<file path="config.mk">
export PLATFORM = sky130hd
export DESIGN_NAME = icu_sequencer
export DESIGN_NICKNAME = d
export VERILOG_FILES = /design/src/rtl/instructions.sv /design/src/rtl/return_stack.sv /design/src/rtl/icu_sequencer.sv
export SDC_FILE = /design/constraint.sdc
export NUM_CORES = 1
export LEC_CHECK = 0
export BUFFER_PORTS_ARGS = -buffer_cell sky130_fd_sc_hd__buf_2
export CORE_MARGIN = 2
export CORE_UTILIZATION = 59
export DETAILED_ROUTE_END_ITERATION = 10
export PLACE_DENSITY = 0.91
export SLEW_MARGIN = 20
export SYNTH_ARGS = -nofsm -noshare
export SYNTH_HDL_FRONTEND = slang
export SYNTH_SLANG_ARGS = --single-unit
</file>
<file path="constraint.sdc">
create_clock -name clk -period 3.3 [get_ports clk]
set_input_delay 0.66 -clock clk [delete_from_list [all_inputs] [get_ports clk]]
set_output_delay 0.66 -clock clk [all_outputs]
set_load 0.1 [all_outputs]
</file>
<file path="src/rtl/instructions.sv">
// rtl/instructions.sv - shared ICU types: sequencer state and instruction word
// Purpose: types shared by the ICU sequencer and the blocks around it.
//   seq_state_t   : sequencer control state (IDLE/LOAD/RUN/HALT)
//   opcode_t      : 4-bit ICU opcode
//   instruction_t : opcode plus instruction address field
package instructions;

  typedef enum logic [1:0] {
    S_IDLE = 2'd0,
    S_LOAD = 2'd1,
    S_RUN  = 2'd2,
    S_HALT = 2'd3
  } seq_state_t;

  typedef enum logic [3:0] {
    OP_NOPO = 4'h0, OP_LD   = 4'h1, OP_LDC  = 4'h2, OP_AND  = 4'h3,
    OP_ANDC = 4'h4, OP_OR   = 4'h5, OP_ORC  = 4'h6, OP_XNOR = 4'h7,
    OP_STO  = 4'h8, OP_STOC = 4'h9, OP_IEN  = 4'hA, OP_OEN  = 4'hB,
    OP_JMP  = 4'hC, OP_RTN  = 4'hD, OP_SKZ  = 4'hE, OP_NOPF = 4'hF
  } opcode_t;

  localparam int unsigned INSTR_ADDR_W = 12;

  typedef struct packed {
    opcode_t                  opcode;
    logic [INSTR_ADDR_W-1:0]  addr;
  } instruction_t;

endpackage

</file>
<file path="src/rtl/return_stack.sv">
// rtl/return_stack.sv - LIFO of return addresses for the ICU sequencer
// Purpose: holds return addresses pushed by JMP and popped by RTN.
// Ports:
//   clk, rst            : clock, synchronous active-high reset (clears depth only)
//   push, push_data     : store push_data on top (caller never pushes when full)
//   pop                 : discard top entry (caller never pops when empty)
//   top                 : current top entry, valid while depth > 0
//   depth, full, empty  : occupancy
module return_stack #(
  parameter int ADDR        = 12,
  parameter int STACK_DEPTH = 4
) (
  input  logic                              clk,
  input  logic                              rst,
  input  logic                              push,
  input  logic [ADDR-1:0]                   push_data,
  input  logic                              pop,
  output logic [ADDR-1:0]                   top,
  output logic [$clog2(STACK_DEPTH+1)-1:0]  depth,
  output logic                              full,
  output logic                              empty
);

  localparam int DW = $clog2(STACK_DEPTH+1);
  localparam int IW = (STACK_DEPTH > 1) ? $clog2(STACK_DEPTH) : 1;

  logic [ADDR-1:0] mem_q [STACK_DEPTH];
  logic [DW-1:0]   depth_q;
  logic [IW-1:0]   wr_idx;
  logic [IW-1:0]   rd_idx;

  assign wr_idx = IW'(depth_q);
  assign rd_idx = IW'(depth_q - DW'(1));

  assign top   = mem_q[rd_idx];
  assign depth = depth_q;
  assign full  = (depth_q == DW'(STACK_DEPTH));
  assign empty = (depth_q == '0);

  always_ff @(posedge clk) begin
    if (rst) begin
      depth_q <= '0;
    end else if (push) begin
      depth_q <= depth_q + DW'(1);
    end else if (pop) begin
      depth_q <= depth_q - DW'(1);
    end
  end

  // Entries are not cleared on reset; depth alone decides what is valid.
  always_ff @(posedge clk) begin
    if (push) begin
      mem_q[wr_idx] <= push_data;
    end
  end

endmodule

</file>
<file path="src/rtl/icu_sequencer.sv">
// rtl/icu_sequencer.sv - program counter sequencer for a 1-bit ICU
// Purpose: steps the program counter through load and run phases, handles
//   JMP/RTN through a return stack, SKZ skips and flag_f halts.
// Ports:
//   clk, rst              : clock, synchronous active-high reset
//   load_en, program_write: program load mode request / one word written
//   start                 : begin (from IDLE) or resume (from HALT)
//   jmp, rtn, skz, rr     : ICU control flags and result register
//   flag_f                : halt request
//   target                : jump address
//   pc, running, depth    : program address, RUN indicator, stack occupancy
//   err_ovf, err_unf      : sticky stack overflow / underflow
module icu_sequencer
  import instructions::*;
#(
  parameter int ADDR        = 12,
  parameter int STACK_DEPTH = 4
) (
  input  logic                              clk,
  input  logic                              rst,
  input  logic                              load_en,
  input  logic                              program_write,
  input  logic                              start,
  input  logic                              jmp,
  input  logic                              rtn,
  input  logic                              skz,
  input  logic                              rr,
  input  logic                              flag_f,
  input  logic [ADDR-1:0]                   target,
  output logic [ADDR-1:0]                   pc,
  output logic                              running,
  output logic [$clog2(STACK_DEPTH+1)-1:0]  depth,
  output logic                              err_ovf,
  output logic                              err_unf
);

  seq_state_t      state_q;
  logic [ADDR-1:0] pc_q;
  logic            running_q;
  logic            err_ovf_q;
  logic            err_unf_q;

  logic            stk_push;
  logic            stk_pop;
  logic [ADDR-1:0] stk_top;
  logic            stk_full;
  logic            stk_empty;
  logic            in_run;

  // Stack strobes follow the RUN priority: flag_f blocks all, rtn beats jmp,
  // so push and pop are never raised together.
  assign in_run   = (state_q == S_RUN);
  assign stk_pop  = in_run && !flag_f && rtn && !stk_empty;
  assign stk_push = in_run && !flag_f && !rtn && jmp && !stk_full;

  return_stack #(
    .ADDR        (ADDR),
    .STACK_DEPTH (STACK_DEPTH)
  ) u_return_stack (
    .clk       (clk),
    .rst       (rst),
    .push      (stk_push),
    .push_data (pc_q + ADDR'(1)),
    .pop       (stk_pop),
    .top       (stk_top),
    .depth     (depth),
    .full      (stk_full),
    .empty     (stk_empty)
  );

  always_ff @(posedge clk) begin
    if (rst) begin
      state_q   <= S_IDLE;
      pc_q      <= '0;
      running_q <= 1'b0;
      err_ovf_q <= 1'b0;
      err_unf_q <= 1'b0;
    end else begin
      case (state_q)
        S_IDLE: begin
          if (load_en) begin
            state_q <= S_LOAD;
          end else if (start) begin
            state_q   <= S_RUN;
            running_q <= 1'b1;
          end
        end
        S_LOAD: begin
          // Leaving load mode rewinds to address 0 for execution.
          if (!load_en) begin
            state_q <= S_IDLE;
            pc_q    <= '0;
          end else if (program_write) begin
            pc_q <= pc_q + ADDR'(1);
          end
        end
        S_RUN: begin
          if (flag_f) begin
            state_q   <= S_HALT;
            running_q <= 1'b0;
          end else if (rtn) begin
            if (stk_empty) begin
              pc_q      <= pc_q + ADDR'(1);
              err_unf_q <= 1'b1;
            end else begin
              pc_q <= stk_top;
            end
          end else if (jmp) begin
            // A full stack loses the return address but the jump is still taken.
            pc_q <= target;
            if (stk_full) begin
              err_ovf_q <= 1'b1;
            end
          end else if (skz && !rr) begin
            pc_q <= pc_q + ADDR'(2);
          end else begin
            pc_q <= pc_q + ADDR'(1);
          end
        end
        S_HALT: begin
          if (start) begin
            state_q   <= S_RUN;
            running_q <= 1'b1;
            pc_q      <= pc_q + ADDR'(1);
          end
        end
        default: begin
          state_q   <= S_IDLE;
          running_q <= 1'b0;
        end
      endcase
    end
  end

  assign pc      = pc_q;
  assign running = running_q;
  assign err_ovf = err_ovf_q;
  assign err_unf = err_unf_q;

endmodule

</file>
==> metrics.txt <==
die area 0.00704 mm²; Synth area leader edfxtp_1; EDFF count, synth 48; CTS tree done; Post-Synth Simple-Gate Area 0.140; row count 29; overall die height 83.9 µm; Net count, final 394; Worst Setup Start Kind register; worst hold endpoint err_ovf$_SDFFE_PP0P_; WL/cell 20.5 µm; Antenna Cells 0; final setup vio count 0; total iterations of the first detailed-routing run 5; routing usage on met3 0.0633; number of max-cap violations 0; grt total ovfl 0; Synth Area in Adders 0.0232; Max-slew headroom 0.486; Slew Limit Fails 0; Tot Pwr 1.91 mW; Num CTS Buffers 9; hold wc startpoint err_ovf$_SDFFE_PP0P_; Final ANT Viol Nets 0; Yosys reg bits 68; crit-path max FO 11; GP Congestion 0.975; Setup CP Type reg2reg; main combinational cell family by area after synthesis compound AO/OA/AOI/OAI gates; number of global-route vias before repair 2758; Setup Buffers After CTS 0; reg2reg start pc[0]$_SDFFE_PP0P_; Yosys top cell area share 0.383; CP Data Required Time 3.57 ns; Ys Warns 0; Avg Inst Size Synth 11.2 µm²; Post-Syn Nets about 370; xor and xnor area share after synthesis 0.0438; FILL cells 443; initial antenna violation count 1; global-route wire length before repair 14.5 mm; Sink Count 68; final WL slightly above 9 mm; final routed DRC violation total 0; worst-margin pin slew between 0.7 and 0.8 ns; met2 Use GR 0.425; CTS H-tree lvls 3; core area 0.00628 mm²; Longest Clk Path Bufs 2; clk_lat worst skew about 0.34 ns; Initial Util 0.600; DPL Wire Length 6.32 mm; hold slack 0.504 ns; LEAKAGE 1.48 nW; io pins 40; Port Buffer Count 39; Final Critical Period 2.39 ns; dominant synthesized flop cell edfxtp_1; synth cell count leaders edfxtp_1, nand2_1, nor2_1, o21ai_0; setup ws final 0.908 ns; via/cell ratio 6.57; period utilization 0.725; largest net degree at the start of global routing 23; FF-to-FF End pc[10]$_SDFFE_PP0P_; Post-Synthesis Cells 336; Clock Tree Root clkbuf_8; CP Capture Type register; hold buffers post-CTS 0; Synth area leaders edfxtp_1, dfxtp_1, mux4_2; status finished clean; register area share after synthesis 0.489; Mapped Area 0.00377 mm²; Worst VDD drop slightly below 0.5 mV; GR met1 Demand/Resource 0.363; drt first-iter violations 538; power density cells between 400 and 500 mW/mm²; r2r setup slk about 0.91 ns; Hold Crit Class reg2reg; achievable frequency 418 MHz; crit path DAT 2.66 ns; Worst-path clk slew 0.07 ns; GRT Total Usage 0.268; vias 2937; hold depth 2; Synth async-reset ratio 0; pre-CTS WS 0.634 ns; RSZ-0062 raised after global routing false; most instantiated library cell after synthesis edfxtp_1; clock skew 0.0126 ns; Reg2Reg Depth 7; mux cell area share after synthesis 0.0797; compound-cell area share of the yosys netlist 0.159; layout cell share with drive strength beyond 1 0.232; area delta synth->final 9.30%; Fin Setup TNS 0 ns; die width between 80 and 90 µm; most used routing layer met2; post-synth cell types 63; Fin. Hold Viols 0; PostCTS Resize Cnt 0
[state kept, by name, summed over array words and instances (netlist names)]
| name | cells |
|---|---|
| state_q | 2 |
| err_unf | 1 |
| running | 1 |
| u_return_stack.mem_q | 48 |
| u_return_stack.depth | 3 |
| pc | 12 |
| err_ovf | 1 |
[per-layer routing]
metal,part of all wire,vias to the layer above
met5,0.0014,-
met4,0.025,2
met3,0.11,31
met2,0.48,210
met1,0.39,1386
li1,-,1308
[power by group]
| part | switching, mW | total, mW | internal (mW) |
|---|---|---|---|
| Sequential | 0.0215 | 0.943 | 0.922 |
| Combinational | 0.161 | 0.224 | 0.0626 |
| Clock | 0.315 | 0.738 | 0.423 |
[final cells by class]
cell class / count / area, µm² / area share
Tap cell: 77 / 96.3 / 0.0234
Clock buffer: 11 / 131 / 0.0319
Clock inverter: 5 / 77.6 / 0.0188
Multi-Input combinational cell: 229 / 1690 / 0.410
Sequential cell: 68 / 1840 / 0.447
Inverter: 13 / 48.8 / 0.0119
Timing Repair Buffer: 44 / 233 / 0.0565
[worst max path at each step]
stage / start / end / slack, ns / cells past startpoint
global route: pc[0]$_SDFFE_PP0P_ / pc[10]$_SDFFE_PP0P_ / 0.78 / 7
detailed placement: rtn / u_return_stack.mem_q[1][1]$_DFFE_PP_ / 0.63 / 4
floorplan: u_return_stack.depth[0]$_SDFFE_PP0P_ / u_return_stack.depth[2]$_SDFFE_PP0P_ / 0.28 / 8
finish: pc[0]$_SDFFE_PP0P_ / pc[10]$_SDFFE_PP0P_ / 0.91 / 7
global placement: rtn / u_return_stack.mem_q[1][1]$_DFFE_PP_ / 0.73 / 4
CTS: pc[0]$_SDFFE_PP0P_ / pc[10]$_SDFFE_PP0P_ / 0.96 / 7
[logic make-up (layout without fill, tap and decap cells)]
| kind of cell | count (synthesis) | count (layout) |
|---|---|---|
| compound gates | 90 | 90 |
| xor+xnor | 18 | 18 |
| fa+ha+maj | 7 | 7 |
| buf+inv | 39 | 73 |
| flops | 68 | 68 |
| mux | 15 | 15 |
| simple gates | 99 | 99 |
[critical path, cell delays in order, from the launching register on]
cell and delay [ns]:
dfxtp_1 0.55, ha_1 0.37, nand3_4 0.18, nor3_4 0.27
xor2_2 0.34, a21oi_1 0.16, a211o_1 0.28, a211oi_2 0.17
[stage by stage]
step	cells	area (µm²)	util
after detailed placement	431	3910	0.623
after floorplan	336	3770	-
final	447	4120	0.656
after CTS	447	4120	0.656
after global placement	431	3910	0.623
after global routing	447	4120	0.656
[layout by cell type (no fill, tap or decap), types with 5 or more instances in the layout]
cell type  count
a21oi_1       20
a22oi_1        9
buf_2         39
buf_4          5
clkbuf_8       9
dfxtp_1       20
edfxtp_1      48
ha_1           7
inv_1         12
mux4_2        12
nand2_1       29
nand2b_1       5
nor2_1        27
nor3_1         9
o21ai_0       23
xnor2_1        8
xor2_1         9
(Power assumes the default switching activity.)
